File: src/rtl/pwm_capture_if.sv
// pwm_capture_if
//   Groups the PWM capture signals into one bundle.
//   pwm_in : raw (asynchronous) PWM waveform into the capture block
//   duty   : last measured duty word (high clocks per frame)
//   valid  : one-cycle pulse, duty was just updated
//   err    : one-cycle pulse, a frame was rejected for bad length
//   locked : high while the capture block is tracking frames
//   master : the capture block (consumes pwm_in, produces the samples)
//   slave  : whoever drives the waveform and consumes the samples
interface pwm_capture_if #(
  parameter int WIDTH = 8
) ();
  logic             pwm_in;
  logic [WIDTH-1:0] duty;
  logic             valid;
  logic             err;
  logic             locked;

  modport master (
    input  pwm_in,
    output duty,
    output valid,
    output err,
    output locked
  );

  modport slave (
    output pwm_in,
    input  duty,
    input  valid,
    input  err,
    input  locked
  );
endinterface

File: src/rtl/pwm_capture.sv
// pwm_capture
//   Measures the high time of each PWM frame (rise to rise) on an
//   asynchronous input and reports it as a duty word. Frames of the wrong
//   length are flagged, and a stuck input is reported as a constant level
//   every 2*PERIOD clocks.
//   clk : system clock
//   rst : asynchronous, active-low reset
//   bus : pwm_capture_if master modport (pwm_in in; duty/valid/err/locked out)
//   WIDTH : duty word width, nominal frame length is 2**WIDTH clocks
//   TOL   : accepted frame length deviation in clocks (+/-)
module pwm_capture #(
  parameter int WIDTH = 8,
  parameter int TOL   = 0
) (
  input  logic           clk,
  input  logic           rst,
  pwm_capture_if.master  bus
);

  // Counters are two bits wider than the duty word so they can hold 2*PERIOD.
  localparam int CW       = WIDTH + 2;
  localparam int PERIOD_I = 1 << WIDTH;

  localparam logic [CW-1:0]    MIN_LEN      = CW'(PERIOD_I - TOL);
  localparam logic [CW-1:0]    MAX_LEN      = CW'(PERIOD_I + TOL);
  localparam logic [CW-1:0]    TIMEOUT_LAST = CW'(2 * PERIOD_I - 1);
  localparam logic [CW-1:0]    SAT_CNT      = CW'(PERIOD_I - 1);
  localparam logic [WIDTH-1:0] DUTY_MAX     = {WIDTH{1'b1}};

  typedef enum logic {
    IDLE,
    MEASURE
  } state_t;

  state_t           state, state_next;
  logic             sync1, s, s_d;
  logic [CW-1:0]    per_cnt, per_next;
  logic [CW-1:0]    hi_cnt, hi_next;
  logic [WIDTH-1:0] duty_q, duty_next;
  logic             valid_q, valid_next;
  logic             err_q, err_next;
  logic             locked_q, locked_next;
  logic             rise;

  assign rise = s & ~s_d;

  // State, synchronizer and every output are plain registers.
  always_ff @(posedge clk or negedge rst) begin
    if (!rst) begin
      sync1    <= 1'b0;
      s        <= 1'b0;
      s_d      <= 1'b0;
      state    <= IDLE;
      per_cnt  <= '0;
      hi_cnt   <= '0;
      duty_q   <= '0;
      valid_q  <= 1'b0;
      err_q    <= 1'b0;
      locked_q <= 1'b0;
    end else begin
      sync1    <= bus.pwm_in;
      s        <= sync1;
      s_d      <= s;
      state    <= state_next;
      per_cnt  <= per_next;
      hi_cnt   <= hi_next;
      duty_q   <= duty_next;
      valid_q  <= valid_next;
      err_q    <= err_next;
      locked_q <= locked_next;
    end
  end

  // A rise always wins over the timeout in the same cycle. The first rise
  // out of IDLE only opens a frame; later rises close one and judge its length.
  always_comb begin
    state_next = state;
    per_next   = per_cnt;
    hi_next    = hi_cnt;
    duty_next  = duty_q;
    valid_next = 1'b0;
    err_next   = 1'b0;

    if (rise) begin
      per_next   = CW'(1);
      hi_next    = CW'(1);
      state_next = MEASURE;
      if (state == MEASURE) begin
        if (per_cnt >= MIN_LEN && per_cnt <= MAX_LEN) begin
          duty_next  = (hi_cnt > SAT_CNT) ? DUTY_MAX : hi_cnt[WIDTH-1:0];
          valid_next = 1'b1;
        end else begin
          err_next = 1'b1;
        end
      end
    end else if (per_cnt == TIMEOUT_LAST) begin
      // No edge for 2*PERIOD clocks: report the current level as a constant.
      duty_next  = s ? DUTY_MAX : '0;
      valid_next = 1'b1;
      per_next   = '0;
      hi_next    = '0;
      state_next = IDLE;
    end else begin
      per_next = per_cnt + CW'(1);
      if (state == MEASURE) begin
        hi_next = hi_cnt + CW'(s);
      end
    end

    locked_next = (state_next == MEASURE);
  end

  assign bus.duty   = duty_q;
  assign bus.valid  = valid_q;
  assign bus.err    = err_q;
  assign bus.locked = locked_q;

endmodule

File: src/flat_wrapper.sv
// flat-port wrapper written by rule: the top's interface ports become plain ports
module pwm_capture_flat 
#(
  parameter int WIDTH = 8,
  parameter int TOL   = 0
)
  (clk, rst, bus_pwm_in, bus_duty, bus_valid, bus_err, bus_locked);
  pwm_capture_if #(.WIDTH(WIDTH)) bus_i ();
  input  logic clk;
  input  logic rst;
  input wire logic [$bits(bus_i.pwm_in)-1:0] bus_pwm_in;
  output wire logic [$bits(bus_i.duty)-1:0] bus_duty;
  output wire logic [$bits(bus_i.valid)-1:0] bus_valid;
  output wire logic [$bits(bus_i.err)-1:0] bus_err;
  output wire logic [$bits(bus_i.locked)-1:0] bus_locked;
  assign bus_i.pwm_in = bus_pwm_in;
  assign bus_duty = bus_i.duty;
  assign bus_valid = bus_i.valid;
  assign bus_err = bus_i.err;
  assign bus_locked = bus_i.locked;
  pwm_capture #(.WIDTH(WIDTH), .TOL(TOL)) u_core (.clk(clk), .rst(rst), .bus(bus_i));
endmodule
File: config.mk
export PLATFORM = sky130hd
export DESIGN_NAME = pwm_capture_flat
export DESIGN_NICKNAME = d
export VERILOG_FILES = /design/src/rtl/pwm_capture_if.sv /design/src/rtl/pwm_capture.sv /design/src/flat_wrapper.sv
export SDC_FILE = /design/constraint.sdc
export NUM_CORES = 1
export LEC_CHECK = 0
export BUFFER_PORTS_ARGS = -buffer_cell sky130_fd_sc_hd__buf_2
export CORE_ASPECT_RATIO = 0.6
export CORE_MARGIN = 2
export CORE_UTILIZATION = 45
export CTS_CLUSTER_DIAMETER = 100
export DETAILED_ROUTE_END_ITERATION = 16
export MAX_ROUTING_LAYER = met4
export PLACE_DENSITY = 0.65
export REMOVE_ABC_BUFFERS = 1
export SYNTH_ARGS = -nofsm -noshare
export SYNTH_HDL_FRONTEND = slang
export SYNTH_SLANG_ARGS = --single-unit
export TNS_END_PERCENT = 30
File: constraint.sdc
create_clock -name clk -period 1.69 [get_ports clk]
set_input_delay 0.169 -clock clk [delete_from_list [all_inputs] [get_ports clk]]
set_output_delay 0.169 -clock clk [all_outputs]
set_load 0.05 [all_outputs]
# After elaboration in Yosys (flattened, before gate mapping)
# Cells that the tools add are included.
totals:
  out_inout_bits: 11
  register_bits: 34
  input_bits: 3
  wordCells: 43
classes:
  bitwise: 2
  reduce_logical: 4
  n_addsub: 2
  muxes: 20
  magnitude_cmp: 3
  n_eq_ne: 3
ops:
  columns: ["operator", "count"]
  rows:
  - ["$mux 10", 5]
  - ["$mux 8", 6]
  - ["$add 10x1->10", 1]
  - ["$add 10x1->10 const B", 1]
  - ["$eq 10x9->1 const B", 1]
  - ["$ge 10x9->1 const B", 1]
  - ["$gt 10x8->1 const B", 1]
  - ["$le 10x9->1 const B", 1]
  - ["$mux 1", 9]
  - ["$reduce_and 3->1", 1]
  - ["$reduce_bool 3->1", 1]
  - ["$ne 2x1->1 const B", 1]
  - ["$ne 2x2->1 const B", 1]
  - ["$reduce_bool 2->1", 1]
  - ["$and 1x1->1", 1]
  - ["$logic_and 1x1->1", 1]
  - ["$not 1->1", 1]

# Depth between registers and ports, before layout
depth:
  depth_word: 5
  depth_mapped: 7
  depth_no_buf: 6

# Least setup slack after synthesis
# Ideal clock, no wire load.
synth_timing:
  path_kind: "register -> register"
  start: "reg u_core.per_cnt[0]"
  end: "reg u_core.hi_cnt[8]"
  arrival_ns: 1.461
  path_buffers: 2
  stages_incl_launch_ff: 8
  setup_time_ns: 0.119
  path_slack_ns: 0.111
  period_less_slack_ns: 1.579
  path_cell_list: "dfrtp_1 > ha_1 > nand4_4 > nor4_4 > or2_1 > buf_6 > buf_6 > nor2_1"
synth_via:
  elab_chain_len: 3
  elab_cells_between_ends: 4
synth_lines:
  columns: ["item", "line_no", "text"]
  rows:
  - ["from (decl)", "pwm_capture.sv:37", "logic [CW-1:0] per_cnt, per_next;"]
  - ["from (signal assigned)", "pwm_capture.sv:65", "per_cnt <= per_next;"]
  - ["$eq 10x9->1 (*)", "pwm_capture.sv:96", "end else if (per_cnt == TIMEOUT_LAST) begin"]
  - ["$mux 10", "pwm_capture.sv:96", null]
  - ["$mux 10", "pwm_capture.sv:84", "if (rise) begin"]
  - ["to (signal assigned)", "pwm_capture.sv:66", "hi_cnt <= hi_next;"]
  - ["to (decl)", "pwm_capture.sv:38", "logic [CW-1:0] hi_cnt, hi_next;"]
# Mark *: on every way between the ends. The rest lies on a longest branch, timed or not.
# A chain may end at the register's enable or synchronous reset.

# Worst setup path in the final report
layout_timing:
  start: "reg u_core.per_cnt[0]"
  end: "reg u_core.per_cnt[7]"
layout_via:
  elab_chain_len: 3
  elab_cells_between_ends: 4
layout_lines:
  columns: ["item", "line_no"]
  rows:
  - ["$add 10x1->10 / $eq 10x9->1 (equally long branches)", "pwm_capture.sv:104, pwm_capture.sv:96"]
  - ["$mux 10 (*)", "pwm_capture.sv:96"]
  - ["$mux 10 (*)", "pwm_capture.sv:84"]
  - ["named net u_core.per_next[7]", "pwm_capture.sv:37"]
# Mark *: on every way through the listed nets, which the timed path passes. The rest lies on a longest branch.

==> tab_implementation.tex <==
\begin{tabular}{lr}
\hline
Metric & Value \\
\hline
\multicolumn{2}{l}{\textbf{Detailed routing}} \\
\quad Via/cell ratio & between 4 and 5 \\
\quad Number of nets with antenna violations after routing & 0 \\
\quad Via Count & 1068 \\
\quad Routed Wire Length & just over 3000 um \\
\quad TritonRoute pass-1 iters & 4 \\
\quad Routed wire per std cell & $\sim$14 um \\
\quad DRC Markers & 0 \\
\quad Count of routing violations after the opening detailed-route iteration & 65 \\
\multicolumn{2}{l}{\textbf{Clock tree}} \\
\quad Worst-case clock buffer depth & 2 \\
\quad Master cell of the clock root buffer & sky130\_fd\_sc\_hd\_\_clkbuf\_8 \\
\quad Total number of clock tree sinks & 34 \\
\quad Number of buffers inserted during clock tree synthesis & 5 \\
\quad Clock-pin slew of the registers on the worst-case setup and hold paths & about 70 ps \\
\quad Number of H-tree branching levels & 2 \\
\quad Clock latency reported for the late side of the worst-skew pair & 290 ps \\
\quad TritonCTS clock tree & yes \\
\multicolumn{2}{l}{\textbf{Layout}} \\
\quad Area grow syn2layout & 17.4\% \\
\quad Share of post-route cells with drive strength above 1 & 0.201 \\
\quad Layout Cells excl Fill & around 220 \\
\quad Area of the multi-input gates & 674 sq um \\
\quad Final Net Count & 180 \\
\quad Area used by sequential logic in the layout & 853 sq um \\
\quad Number of fillers in the final layout & 289 \\
\quad Number of antenna diodes & 0 \\
\multicolumn{2}{l}{\textbf{Placed design}} \\
\quad Final weighted congestion in routability-driven placement & between 0.8 and 0.9 \\
\quad Final HPWL DP & between 2000 and 2500 um \\
\quad Cell count after placement & around 210 \\
\quad Count of input and output buffers & 13 \\
\multicolumn{2}{l}{\textbf{Min path}} \\
\quad Type of the most critical hold path & reg -> reg \\
\multicolumn{2}{l}{\textbf{Synthesis}} \\
\quad Warnings, synthesis & 0 \\
\quad Most numerous cell types in the synthesized netlist & 34 x sky130\_fd\_sc\_hd\_\_dfrtp\_1, 23 x sky130\_fd\_sc\_hd\_\_nor2\_1, 15 x sky130\_fd\_sc\_hd\_\_inv\_1 \\
\quad Share of synthesized registers carrying an async set or reset & 1.00 \\
\quad Number of synthesized flops with an enable pin & 0 \\
\quad Post-synthesis cell count & 150 \\
\quad Netlist area before placement & 1600 sq um \\
\quad Fraction of post-synthesis cell area in the top cell type by area & 0.532 \\
\quad Dominant cell by count in the synthesized netlist & sky130\_fd\_sc\_hd\_\_dfrtp\_1 \\
\quad Sequential share of the synthesized area & 0.532 \\
\quad Area contributors post-synth & sky130\_fd\_sc\_hd\_\_dfrtp\_1 53\%, sky130\_fd\_sc\_hd\_\_mux2i\_1 6.3\%, sky130\_fd\_sc\_hd\_\_nor2\_1 5.4\% \\
\quad Most used DFF post-synth & sky130\_fd\_sc\_hd\_\_dfrtp\_1 \\
\quad Post-synth cell types & 26 \\
\quad Yosys reg bits & 34 \\
\quad Area leader, netlist & sky130\_fd\_sc\_hd\_\_dfrtp\_1 \\
\quad Average cell area after synthesis & about 11 sq um \\
\multicolumn{2}{l}{\textbf{Timing}} \\
\quad Top achievable clock speed & 616 MHz \\
\quad Actual slew at the worst max-slew pin & about 740 ps \\
\quad Worst Skew & $\sim$10 ps \\
\quad Final hold viol count & 0 \\
\quad Final clock period utilization by the worst path & 0.960 \\
\quad Setup repair after global routing missed its margin & yes \\
\quad Number of max-slew violations in the final report & 0 \\
\quad Final-layout worst hold slack & around 350 ps \\
\quad Number of endpoints failing setup at the final stage & 0 \\
\quad Max-slew headroom & 0.508 \\
\quad Final critical delay including setup and external delays & 1620 ps \\
\multicolumn{2}{l}{\textbf{Worst setup path}} \\
\quad Worst setup EP type & register \\
\quad Signal arrival time at the worst endpoint & 1790 ps \\
\quad Req. time, crit path & between 1500 and 2000 ps \\
\quad Critical path's slowest cell & sky130\_fd\_sc\_hd\_\_dfrtp\_1 \\
\quad Stage delay of the slowest cell on the critical path & about 410 ps \\
\quad Crit path kind & reg -> reg \\
\quad Critical path startpoint category & register \\
\quad Register-to-Register Setup Slack & about 67 ps \\
\quad Worst Path Max Fanout & 6 \\
\quad Critical Path, Cell by Cell & ha\_4, nand4\_4, nor4\_4, or2\_1, buf\_4, nor2\_1 \\
\multicolumn{2}{l}{\textbf{Floorplan}} \\
\quad I/O Pins & 14 \\
\quad Area of the die & a little over 4000 sq um \\
\quad Starting density of the core & 0.482 \\
\quad Chip Width & just over 80 um \\
\quad Std cell rows & 16 \\
\quad Die Y-Extent & $\sim$50 um \\
\quad Std-Cell Core Area & around 3300 sq um \\
\multicolumn{2}{l}{\textbf{Pwr}} \\
\quad Switching share of total power & 0.289 \\
\quad Net switching power & $\sim$0.55 mW \\
\quad Part of the power in the clock network & 0.316 \\
\quad Part of the total power dissipated in combinational logic & 0.145 \\
\quad Sequential share of power & 0.539 \\
\quad Worst ir drop on vdd & about 0.00040 V \\
\quad Cell Int Power & 1.36 mW \\
\quad Cell Pwr Density & 1020 nW/um\^{}2 \\
\quad Leakage power & slightly above 0.9 nW \\
\multicolumn{2}{l}{\textbf{Global routing}} \\
\quad Initial antenna violation count & 0 \\
\quad Global Route Usage Sum & 0.183 \\
\quad Via count of the first global-routing pass & between 1000 and 1500 \\
\quad First-pass GRT wire length & approximately 5200 um \\
\quad Largest net degree at the start of global routing & 35 \\
\quad Total overflow reported by the global router & 0 \\
\multicolumn{2}{l}{\textbf{Run}} \\
\quad Number of max-cap violations & 0 \\
\multicolumn{2}{l}{\textbf{Status}} \\
\quad Outcome & finished clean \\
\hline
\end{tabular}
## metal layers
layer  global-route usage  wire length, um  vias up  share of wire
met2                0.242             1280       24           0.42
met4               0.0989               59        0          0.019
met3               0.0486              133        8          0.044
li1                     -                -      536              -
met5                    -                0        -              0
met1                0.253             1560      500           0.51
## final timing paths
path / from / endpoint / cells after the start
min reg2reg: u_core.sync1 / u_core.s / 0
min in group asynchronous: rst / u_core.per_cnt[0] / 2
max: u_core.per_cnt[0] / u_core.per_cnt[7] / 6
max in group asynchronous: rst / u_core.per_cnt[3] / 2
max reg2reg: u_core.per_cnt[0] / u_core.per_cnt[7] / 6
min: u_core.sync1 / u_core.s / 0
## state kept, by name (all words and copies together), names as in the netlist
register and flops:
u_core.bus.err 1, u_core.hi_cnt 10, u_core.s 1, u_core.sync1 1, u_core.state 1, u_core.bus.valid 1, u_core.bus.duty 8, u_core.s_d 1
u_core.per_cnt 10
## placed cells by master, fill, tap and decap left out, types with 3 or more instances in the layout
cell                       instances
sky130_fd_sc_hd__dfrtp_1          32
sky130_fd_sc_hd__clkbuf_8          6
sky130_fd_sc_hd__xor2_1            6
sky130_fd_sc_hd__buf_4             4
sky130_fd_sc_hd__ha_1              3
sky130_fd_sc_hd__nand2_1           7
sky130_fd_sc_hd__nand4_1           5
sky130_fd_sc_hd__inv_1            15
sky130_fd_sc_hd__buf_2            13
sky130_fd_sc_hd__nor2_1           23
sky130_fd_sc_hd__o21ai_0          12
sky130_fd_sc_hd__mux2i_1          10
sky130_fd_sc_hd__xnor2_1           9
sky130_fd_sc_hd__nand3_1           4
## cell families after synthesis
group                      synth area share
muxes                                0.0626
xor gates and xnor gates             0.0821
AOI/OAI and AO/OA                    0.0500
and+or+nand+nor                       0.177
buffers and inverters                0.0657
DFF                                   0.532
adders and majority gates            0.0313
## power groups by stage
stage | Combinational (mW) | Sequential (mW) | Clock, mW
3_3_place_gp | 0.247 | 1.01 | 0
6_report | 0.277 | 1.03 | 0.604
5_1_grt | 0.319 | 1.04 | 0.663
4_1_cts | 0.264 | 1.01 | 0.622
3_5_place_dp | 0.257 | 1.03 | 0
2_1_floorplan | 0.180 | 1.00 | 0
## through the flow
| step | cell area [sq um] | util | power, mW | TNS [ps] | setup slack [ps] |
|---|---|---|---|---|---|
| floorplan | 1550 | - | 1.18 | 0 | 58.5 |
| global placement | 1710 | 0.515 | 1.26 | 0 | 51.8 |
| detailed placement | 1710 | 0.515 | 1.28 | -79.9 | -37.3 |
| CTS | 1830 | 0.552 | 1.90 | 0 | 8.29 |
| global route | 1880 | 0.565 | 2.02 | -101 | -24.2 |
| finish | 1880 | 0.565 | 1.91 | 0 | 66.9 |
## cell type report
cell class                      count  share of cell area
Clock buffer                        7              0.0460
Clock inverter                      1             0.00266
Inverter                           15              0.0300
Multi-Input combinational cell     96               0.359
Sequential cell                    34               0.454
Tap cell                           45              0.0300
Timing Repair Buffer               21              0.0779
## worst max-delay path, delay by kind of cell (launching register included)
kind / cells / cell delay (ps)
DFF: 1 / 410
buffers and inverters: 1 / 160
adders and majority gates: 1 / 180
and+or+nand+nor: 4 / 760
## what timing repair did
item	4_1_cts	5_1_grt
buffers inserted	0	1
setup endpoints to repair	8	24
endpoints found under the hold margin	35	0
cloned	0	0
pin swaps	0	3
hold buffers	2	0
gates resized for setup	1	6
(Power assumes the default switching activity.)
